## src/rtl/uart_com_buffered.sv

```systemverilog
// Buffered UART transceiver: TX/RX serialisers with valid/ready FIFOs,
// per-word frame/parity error flags and a sticky RX overrun flag.
module uart_com_buffered #(
  parameter int unsigned CLKS_PER_BIT = 868,
  parameter int unsigned DATA_BITS    = 8,
  parameter int unsigned PARITY       = 0,
  parameter int unsigned STOP_BITS    = 1,
  parameter int unsigned TX_DEPTH     = 16,
  parameter int unsigned RX_DEPTH     = 16
) (
  input  logic                         clk,
  input  logic                         rst,
  input  logic                         uart_rx,
  output logic                         uart_tx,
  input  logic [DATA_BITS-1:0]         tx_data,
  input  logic                         tx_valid,
  output logic                         tx_ready,
  output logic [DATA_BITS-1:0]         rx_data,
  output logic                         rx_valid,
  input  logic                         rx_ready,
  output logic                         rx_frame_err,
  output logic                         rx_parity_err,
  output logic                         rx_overrun,
  input  logic                         err_clr,
  output logic [$clog2(TX_DEPTH):0]    tx_level,
  output logic [$clog2(RX_DEPTH):0]    rx_level,
  output logic                         tx_busy
);

  localparam int unsigned CW  = $clog2(CLKS_PER_BIT);
  localparam int unsigned TAW = $clog2(TX_DEPTH);
  localparam int unsigned RAW = $clog2(RX_DEPTH);
  localparam int unsigned RW  = DATA_BITS + 2;
  localparam logic [CW-1:0] BIT_LAST  = CW'(CLKS_PER_BIT - 1);
  localparam logic [CW-1:0] HALF_LAST = CW'(CLKS_PER_BIT / 2 - 1);
  localparam logic [3:0]    DATA_LAST = 4'(DATA_BITS - 1);
  localparam logic [3:0]    STOP_LAST = 4'(STOP_BITS - 1);

  // ---------------- TX FIFO ----------------
  logic [DATA_BITS-1:0] tx_mem [TX_DEPTH];
  logic [TAW-1:0]       tx_wr_ptr, tx_rd_ptr;
  logic                 tx_push, tx_pop;
  logic [DATA_BITS-1:0] tx_head;

  assign tx_ready = (tx_level != (TAW+1)'(TX_DEPTH));
  assign tx_push  = tx_valid && tx_ready;
  assign tx_head  = tx_mem[tx_rd_ptr];

  always_ff @(posedge clk) begin
    if (tx_push) tx_mem[tx_wr_ptr] <= tx_data;
  end

  always_ff @(posedge clk or posedge rst) begin
    if (rst) begin
      tx_wr_ptr <= '0;
      tx_rd_ptr <= '0;
      tx_level  <= '0;
    end else begin
      if (tx_push) tx_wr_ptr <= tx_wr_ptr + 1'b1;
      if (tx_pop)  tx_rd_ptr <= tx_rd_ptr + 1'b1;
      if (tx_push && !tx_pop)      tx_level <= tx_level + 1'b1;
      else if (!tx_push && tx_pop) tx_level <= tx_level - 1'b1;
    end
  end

  // ---------------- TX FSM ----------------
  typedef enum logic [2:0] {TX_IDLE, TX_START, TX_DATA, TX_PAR, TX_STOP} tx_state_t;
  tx_state_t            tx_state, tx_state_n;
  logic [CW-1:0]        tx_cnt, tx_cnt_n;
  logic [3:0]           tx_bit, tx_bit_n;
  logic [DATA_BITS-1:0] tx_sh, tx_sh_n;
  logic                 tx_par, tx_par_n;
  logic                 tx_line, tx_tick, tx_load;

  always_comb begin
    tx_state_n = tx_state;
    tx_bit_n   = tx_bit;
    tx_sh_n    = tx_sh;
    tx_par_n   = tx_par;
    tx_line    = 1'b1;
    tx_load    = 1'b0;
    tx_pop     = 1'b0;
    tx_tick    = (tx_cnt == BIT_LAST);
    tx_cnt_n   = (tx_state == TX_IDLE || tx_tick) ? '0 : tx_cnt + 1'b1;
    case (tx_state)
      TX_IDLE: tx_load = (tx_level != '0);
      TX_START: begin
        tx_line = 1'b0;
        if (tx_tick) begin
          tx_bit_n   = '0;
          tx_state_n = TX_DATA;
        end
      end
      TX_DATA: begin
        tx_line = tx_sh[0];
        if (tx_tick) begin
          tx_sh_n = tx_sh >> 1;
          if (tx_bit == DATA_LAST) begin
            tx_bit_n   = '0;
            tx_state_n = (PARITY != 0) ? TX_PAR : TX_STOP;
          end else begin
            tx_bit_n = tx_bit + 1'b1;
          end
        end
      end
      TX_PAR: begin
        tx_line = tx_par;
        if (tx_tick) begin
          tx_bit_n   = '0;
          tx_state_n = TX_STOP;
        end
      end
      TX_STOP: begin
        if (tx_tick) begin
          if (tx_bit == STOP_LAST) begin
            // Chain straight into the next START so queued words go out gap-free
            tx_load    = (tx_level != '0);
            tx_state_n = TX_IDLE;
          end else begin
            tx_bit_n = tx_bit + 1'b1;
          end
        end
      end
      default: tx_state_n = TX_IDLE;
    endcase
    if (tx_load) begin
      tx_pop     = 1'b1;
      tx_sh_n    = tx_head;
      tx_par_n   = (PARITY == 1) ? ~(^tx_head) : ^tx_head;
      tx_cnt_n   = '0;
      tx_state_n = TX_START;
    end
  end

  // uart_tx is registered, adding one cycle of push-to-line latency
  always_ff @(posedge clk or posedge rst) begin
    if (rst) begin
      tx_state <= TX_IDLE;
      tx_cnt   <= '0;
      tx_bit   <= '0;
      tx_sh    <= '0;
      tx_par   <= 1'b0;
      uart_tx  <= 1'b1;
    end else begin
      tx_state <= tx_state_n;
      tx_cnt   <= tx_cnt_n;
      tx_bit   <= tx_bit_n;
      tx_sh    <= tx_sh_n;
      tx_par   <= tx_par_n;
      uart_tx  <= tx_line;
    end
  end

  assign tx_busy = (tx_state != TX_IDLE);

  // ---------------- RX synchroniser ----------------
  logic rx_meta, rx_s, rx_prev;

  always_ff @(posedge clk or posedge rst) begin
    if (rst) begin
      rx_meta <= 1'b1;
      rx_s    <= 1'b1;
      rx_prev <= 1'b1;
    end else begin
      rx_meta <= uart_rx;
      rx_s    <= rx_meta;
      rx_prev <= rx_s;
    end
  end

  // ---------------- RX FSM ----------------
  typedef enum logic [2:0] {RX_IDLE, RX_START, RX_DATA, RX_PAR, RX_STOP} rx_state_t;
  rx_state_t            rx_state, rx_state_n;
  logic [CW-1:0]        rx_cnt, rx_cnt_n;
  logic [3:0]           rx_bit, rx_bit_n;
  logic [DATA_BITS-1:0] rx_sh, rx_sh_n;
  logic                 rx_perr, rx_perr_n;
  logic                 rx_tick, rx_req;

  always_comb begin
    rx_state_n = rx_state;
    rx_bit_n   = rx_bit;
    rx_sh_n    = rx_sh;
    rx_perr_n  = rx_perr;
    rx_req     = 1'b0;
    rx_tick    = (rx_state == RX_START) ? (rx_cnt == HALF_LAST) : (rx_cnt == BIT_LAST);
    rx_cnt_n   = (rx_state == RX_IDLE || rx_tick) ? '0 : rx_cnt + 1'b1;
    case (rx_state)
      // Edge-triggered arming: a line held low after a bad stop bit cannot restart RX
      RX_IDLE: begin
        if (rx_prev && !rx_s) begin
          rx_perr_n  = 1'b0;
          rx_state_n = RX_START;
        end
      end
      RX_START: begin
        if (rx_tick) begin
          rx_bit_n   = '0;
          rx_state_n = rx_s ? RX_IDLE : RX_DATA;
        end
      end
      RX_DATA: begin
        if (rx_tick) begin
          rx_sh_n = {rx_s, rx_sh[DATA_BITS-1:1]};
          if (rx_bit == DATA_LAST) rx_state_n = (PARITY != 0) ? RX_PAR : RX_STOP;
          else                     rx_bit_n   = rx_bit + 1'b1;
        end
      end
      RX_PAR: begin
        if (rx_tick) begin
          rx_perr_n  = (PARITY == 1) ? ~(^rx_sh ^ rx_s) : (^rx_sh ^ rx_s);
          rx_state_n = RX_STOP;
        end
      end
      RX_STOP: begin
        if (rx_tick) begin
          rx_req     = 1'b1;
          rx_state_n = RX_IDLE;
        end
      end
      default: rx_state_n = RX_IDLE;
    endcase
  end

  always_ff @(posedge clk or posedge rst) begin
    if (rst) begin
      rx_state <= RX_IDLE;
      rx_cnt   <= '0;
      rx_bit   <= '0;
      rx_sh    <= '0;
      rx_perr  <= 1'b0;
    end else begin
      rx_state <= rx_state_n;
      rx_cnt   <= rx_cnt_n;
      rx_bit   <= rx_bit_n;
      rx_sh    <= rx_sh_n;
      rx_perr  <= rx_perr_n;
    end
  end

  // ---------------- RX FIFO ----------------
  logic [RW-1:0]  rx_mem [RX_DEPTH];
  logic [RAW-1:0] rx_wr_ptr, rx_rd_ptr;
  logic           rx_full, rx_push, rx_pop;
  logic [RW-1:0]  rx_head;

  assign rx_full  = (rx_level == (RAW+1)'(RX_DEPTH));
  assign rx_valid = (rx_level != '0);
  assign rx_pop   = rx_valid && rx_ready;
  assign rx_push  = rx_req && (!rx_full || rx_pop);
  assign rx_head  = rx_mem[rx_rd_ptr];

  assign rx_data       = rx_valid ? rx_head[DATA_BITS-1:0] : '0;
  assign rx_frame_err  = rx_valid && rx_head[DATA_BITS];
  assign rx_parity_err = rx_valid && rx_head[DATA_BITS+1];

  always_ff @(posedge clk) begin
    if (rx_push) rx_mem[rx_wr_ptr] <= {rx_perr, ~rx_s, rx_sh};
  end

  always_ff @(posedge clk or posedge rst) begin
    if (rst) begin
      rx_wr_ptr  <= '0;
      rx_rd_ptr  <= '0;
      rx_level   <= '0;
      rx_overrun <= 1'b0;
    end else begin
      if (rx_push) rx_wr_ptr <= rx_wr_ptr + 1'b1;
      if (rx_pop)  rx_rd_ptr <= rx_rd_ptr + 1'b1;
      if (rx_push && !rx_pop)      rx_level <= rx_level + 1'b1;
      else if (!rx_push && rx_pop) rx_level <= rx_level - 1'b1;
      if (rx_req && rx_full && !rx_pop) rx_overrun <= 1'b1;
      else if (err_clr)                 rx_overrun <= 1'b0;
    end
  end

endmodule
```

## config.mk

```make
export PLATFORM = sky130hd
export DESIGN_NAME = uart_com_buffered
export DESIGN_NICKNAME = d
export VERILOG_FILES = /design/src/rtl/uart_com_buffered.sv
export SDC_FILE = /design/constraint.sdc
export NUM_CORES = 1
export LEC_CHECK = 0
export ABC_AREA = 1
export CAP_MARGIN = 20
export CORE_MARGIN = 8
export CORE_UTILIZATION = 40
export DETAILED_ROUTE_END_ITERATION = 10
export PLACE_DENSITY = 0.66
export SETUP_SLACK_MARGIN = 0.2
export SLEW_MARGIN = 20
export SYNTH_ARGS = -nofsm -noshare
export SYNTH_HDL_FRONTEND = slang
export SYNTH_SLANG_ARGS = --single-unit
```

## constraint.sdc

```tcl
create_clock -name clk -period 3.7 [get_ports clk]
set_input_delay 0.555 -clock clk [delete_from_list [all_inputs] [get_ports clk]]
set_output_delay 0.555 -clock clk [all_outputs]
set_load 0.02 [all_outputs]
```

# Word-level counts from Yosys, hierarchy flattened
# Memory sizes are Yosys's and may differ from the RTL's.
# Index checks and enable logic that the tools add are counted.
[word_totals]
input_bits = 14
reg_bits = 83
memories = 2
latchBits = 0
out_inout_bits = 25
rom_bits = 0
word_cells = 169
ram_bits = 288
[mem_list]
columns = ["name", "words", "word_bits", "rd", "rd_clocked_by_memory_dff", "wr", "line_no", "rtl"]
rows = [
  ["rx_mem", 16, 10, 1, 0, 1, "242", "logic [RW-1:0] rx_mem [RX_DEPTH];"],
  ["tx_mem", 16, 8, 1, 0, 1, "40", "logic [DATA_BITS-1:0] tx_mem [TX_DEPTH];"],
]
[op_classes]
magnitude_cmp = 0
n_mux = 54
bitwise = 2
n_shift = 0
add_sub_neg = 12
n_div = 0
n_eq_ne = 33
n_reduce_logical = 45
n_mul = 0
[ops]
columns = ["op", "n"]
rows = [
  ["two-way mux 3 bit", 13],
  ["two-way mux 4 bit", 8],
  ["two-way mux 8 bit", 4],
  ["two-way mux 10 bit", 3],
  ["one-hot mux 3 bit (5 select lines)", 2],
  ["adder 4 x 1 -> 4 bit (second input constant)", 6],
  ["adder 10 x 1 -> 10 bit (second input constant)", 2],
  ["equality test 10 bit (second input constant)", 2],
  ["two-way mux 5 bit", 4],
  ["inequality test 2 bit (second input constant)", 10],
  ["inequality test 3 bit (second input constant)", 6],
  ["parity 8 bit", 2],
  ["two-way mux 1 bit", 14],
  ["nonzero test 2 bit", 7],
  ["equality test 3 x 2 -> 1 bit (second input constant)", 4],
  ["logical AND 1 bit", 12],
  ["one-hot mux 4 bit (3 select lines)", 1],
  ["adder 5 x 1 -> 5 bit (second input constant)", 2],
  ["equality test 10 x 9 -> 1 bit (second input constant)", 1],
  ["nonzero test 5 bit", 2],
  ["subtractor 5 x 1 -> 5 bit (second input constant)", 2],
  ["equality test 4 x 3 -> 1 bit (second input constant)", 2],
  ["one-hot mux 4 bit (2 select lines)", 1],
  ["AND reduction 7 bit", 1],
  ["21 further kinds", 35],
]

# Longest topological paths before layout
[logic_depth]
ltp_word = 9
depth_mapped = 18
mapped_depth_nobuf = 18

# Worst setup path after synthesis
# Ideal clock, no wire load.
[synth_path]
kind = "register to register"
from = "register tx_level[0]"
to = "register tx_level[4]"
synth_period_minus_slack_ps = 2778
setup_ps = 132
t_arrival_ps = 2645
setup_slack_ps = 922
path_stages_with_launch = 15
required_time_ps = 3568
path_buffers = 1
cell_sequence = "dfrtp_1 nor4_1 nand2_1 o211a_1 nand2_1 buf_2 ha_1 inv_1 fa_1 a21o_1 a21oi_1 nand2_1 nand2_1 nor2_1 xor2_1"
[synth_via]
elab_chain_len = 8
elab_cells_between_ends = 16
classes_between = "add/sub (2); eq/ne (1); mux (6); reduce/logical (7)"
[synth_rtl]
columns = ["item", "line_no", "rtl"]
rows = [
  ["from (decl)", "25", "output logic [$clog2(TX_DEPTH):0] tx_level,"],
  ["from (signal assigned)", "61", "if (tx_push && !tx_pop) tx_level <= tx_level + 1'b1;"],
  ["from (signal assigned)", "62", "else if (!tx_push && tx_pop) tx_level <= tx_level - 1'b1;"],
  ["nonzero test 5 bit", "86, 117", ""],
  ["two-way mux 1 bit", "115", "if (tx_bit == STOP_LAST) begin"],
  ["two-way mux 1 bit", "114", "if (tx_tick) begin"],
  ["one-hot mux 1 bit (2 select lines)", "85", "case (tx_state)"],
  ["two-way mux 1 bit", "126", "if (tx_load) begin"],
  ["logical NOT 1 bit", "61", ""],
  ["logical AND 1 bit", "61", ""],
  ["two-way mux 5 bit / nonzero test 2 bit (equally long branches)", "-", ""],
]
# Several ways; a longest one is shown, not always the timed one. The select of a mux whose other input is x is not followed.
# A chain may end at the register's enable or synchronous reset.

# Worst setup path in the final report
[layout_path]
from = "register rx_rd_ptr[1]"
to = "output port rx_frame_err"
[layout_via]
elab_chain_len = 2
[layout_rtl]
columns = ["item", "line_no", "rtl"]
rows = [
  ["from (decl)", "243", "logic [RAW-1:0] rx_wr_ptr, rx_rd_ptr;"],
  ["from (signal assigned)", "269", "if (rx_pop) rx_rd_ptr <= rx_rd_ptr + 1'b1;"],
  ["memory read (16 x 10 bit)", "-", ""],
  ["logical AND 1 bit", "254", "assign rx_frame_err = rx_valid && rx_head[DATA_BITS];"],
  ["to (decl)", "21", "output logic rx_frame_err,"],
]
# No other way between the ends.

==> impl_metrics.yaml <==
sta:
  max_slew_margin_vs_limit_pct: 43.0
  clock.fmax_mhz: 297
  grt_setup_unrepaired: "no"
  fin_crit_sh_pct: 91.0
  setup_viol_count_final: 0
  final.hold.worst_slack_ns: 0.357
  max_slew.worst_pin.slew_ns: 0.852
  slew_viol_final: 0
  report.final.hold_viol_count: 0
  setup_tns_ns: 0
  finClkSkew_ns: 0.0233
  min_period_ns: 3.37
power:
  power.leakage_nw: 7.66
  power.density_nw_per_um2: 651
  peak_supply_drop_v: 0.000479
floorplanning:
  die_height_um: 216
  die-width_um: 216
  core_area_um2: 39600
  fp.dieArea_um2: 46700
  floorplan.initialDensity_pct: 40.4
  num_rows: 73
  num_io_pins: 39
cts:
  clock_transition_at_the_registers_of_the_reported_paths_ns: 0.06
  total_cts_buffers: 40
  tritoncts_clock_tree: "done"
  post-cts-setup-buffers: 0
  cts.sinks: 371
  cts_htree_levels: 2
  worstSkewPairLatency_ns: 0.55
  clk_path_buf_depth: 3
  clk_root_buffer_cell: "clkbuf_16"
routing:
  via_per_inst: 5.18
  dr.first_iter.drc_count: 887
  wirelength_mm: 35.6
  ant_nets: 0
  total_number_of_vias: 10861
  first_pass_iters: 6
  routed_wire_per_std_cell_um: 17.0
  drc: 0
grt:
  antenna_found_initial: 0
  grt_pass1_vias: 10562
  global_route.usage.total_pct: 14.9
  wire_length_of_the_first_global_routing_pass_mm: 56.7
  globalRouteOverflowTotal: 0
  maximum_number_of_pins_on_one_net_before_global_route_repair: 82
status:
  outcome: "completed"
run:
  max_cap_viol: 0
hold_path:
  hold_crit_class: "reg -> reg"
  worst_hold_startpoint: "rx_meta"
  hold_path_depth: 0
  whs_endpoint: "rx_s"
cells_and_area:
  nets: 1579
  n_antenna_cell: 0
  areaGrowthSynthToFinish_pct: 15.3
  layout.cells.most_common: "nand2_1"
  most-common-layout-cells: "331 x nand2_1, 288 x edfxtp_1, 171 x nor2_1, 128 x inv_1, 121 x o21ai_0"
  drive_above_1_share_pct: 7.45
  post-route-cell-area_um2: 18500
  instances_no_fill: 2096
placement:
  dpl_cell_area_um2: 17100
  routabilityCongestion: 0.813
  post-place-cells: 2022
  hpwl_mm: 22.3
  port_buffers: 38
yosys:
  synth.ff_latch_count: 371
  yosysSeqAreaShare_pct: 67.0
  synth_edf_count: 288
  ys_warn_count: 0
  main_synth_ff_type: "edfxtp_1"
  synth.net_count: 1522
  synth_area_per_cell_um2: 10.8
  synth.largest_area_cell: "edfxtp_1"
  post_synth_instance_area_um2: 16000
  synth.distinct_cells: 40
  post-synth-top-area-fraction_pct: 54.0
  synthTopCellsByArea: "edfxtp_1 54%, dfrtp_1 12%, nand2_1 7.8%"
  synth-async-reset-ratio_pct: 22.4
  synthCells: 1482
worst_setup_path:
  critPathMaxFanout: 23
  timing.setup.critical_path_class: "reg -> out"
  worstSetupStartpointType: "flip-flop"
  worstPathCellList: "inv_1, buf_6, o21ai_0, o221ai_1, nand3_1, a21oi_1, clkdlybuf4s50_1"
  crit_path_max_incr_delay_ns: 0.66
  rr_worst_depth: 14
  critical_path.reg2reg.startpoint: "rx_state[1]"
  critical_path.slowest_cell: "clkdlybuf4s50_1"
  crit-reg2reg-capture: "rx_level[3]"
  regToRegSetupSlack_ns: 0.71
  worstPathRequired_ns: 3.14
  end_kind: "output port"
  timing.critical_path.arrival_ns: 2.81
  timing.critical_path.max_delay_family: "buffers and inverters"
  worst_path_bufs_invs: 3
-- worst max-delay path by stage --
| stage | startpoint | cells after the start | end | slack (ns) |
|---|---|---|---|---|
| finish | rx_rd_ptr[1] | 7 | rx_frame_err | 0.33 |
| global route | rx_rd_ptr[1] | 7 | rx_data[5] | 0.20 |
| CTS | rx_rd_ptr[0] | 9 | rx_data[2] | 0.26 |
| detailed placement | rx_state[1] | 14 | rx_level[3] | 0.72 |
| global placement | rx_rd_ptr[1] | 7 | rx_frame_err | 0.72 |
| floorplan | tx_level[0] | 14 | tx_level[4] | 0.92 |
-- routing by layer --
| layer | global-route usage [%] | share of wire [%] | up-vias |
|---|---|---|---|
| met3 | 3.27 | 6.6 | 68 |
| li1 | - | - | 5201 |
| met5 | 0 | 0 | - |
| met2 | 24.3 | 46 | 337 |
| met1 | 19.5 | 45 | 5255 |
| met4 | 5.34 | 2.7 | 0 |
-- worst reg2reg max path, delay by kind of cell (launching register included) --
family	cells	cell delay [ns]
adder cells (fa/ha/maj)	2	0.60
flip-flops	1	0.43
AND/OR/NAND/NOR	8	1.37
AO/OA/AOI/OAI	2	0.27
buffers and inverters	2	0.27
-- synth_stat cells, drive strengths merged, types with 3 or more instances --
| master | n |
|---|---|
| a21oi | 31 |
| a31oi | 4 |
| and3 | 3 |
| buf | 25 |
| clkbuf | 35 |
| dfrtp | 79 |
| dfstp | 4 |
| edfxtp | 288 |
| ha | 24 |
| inv | 132 |
| nand2 | 332 |
| nand3 | 113 |
| nand4 | 6 |
| nor2 | 172 |
| nor3 | 14 |
| nor3b | 9 |
| nor4 | 4 |
| o21ai | 121 |
| o221ai | 37 |
| o22ai | 8 |
| or2 | 5 |
| xnor2 | 7 |
| xor2 | 18 |
-- kinds of logic after synthesis --
kind of cell,Yosys count,synth area share [%]
DFF,371,67.0
adders and majority gates,26,2.13
AOI/OAI and AO/OA,209,7.66
xor gates and xnor gates,25,1.37
and+or+nand+nor,658,17.1
buffers and inverters,193,4.71
-- final cells by class --
| class | count | area, um2 |
|---|---|---|
| repair buffers | 75 | 722 |
| clock buffers | 58 | 1150 |
| multi-input cells | 918 | 4530 |
| fillers | 3608 | 21200 |
| flip-flops and latches | 371 | 10700 |
| inverters | 133 | 503 |
| well taps | 525 | 657 |
| clock inverters | 16 | 171 |
-- per-stage QoR --
step	worst slack [ns]	power, mW	util (%)
global route	0.202	12.6	46.6
finish	0.334	12.0	46.6
detailed placement	0.718	8.10	43.2
global placement	0.721	8.04	43.2
floorplan	0.922	6.93	-
CTS	0.261	12.1	46.5
-- registers in the layout (all words and copies together), names as in the netlist, 3 cells and up --
register / flops
rx_bit: 4
rx_cnt: 10
rx_level: 5
rx_mem: 160
rx_rd_ptr: 4
rx_sh: 8
rx_state: 3
rx_wr_ptr: 4
tx_bit: 4
tx_cnt: 10
tx_level: 5
tx_mem: 128
tx_rd_ptr: 4
tx_sh: 8
tx_state: 3
tx_wr_ptr: 4
-- where the power goes --
part           internal, mW  switching (mW)
clock                  2.38            1.62
combinational          1.11            1.94
sequential             4.76           0.222
-- what timing repair did --
item / CTS / global route
gates resized for setup: 2 / 5
pin swaps: 0 / 0
endpoints found under the hold margin: 0 / 0
hold buffers: 0 / 0
setup endpoints to repair: 6 / 8
No activity file was read; power rests on OpenSTA's default activity.
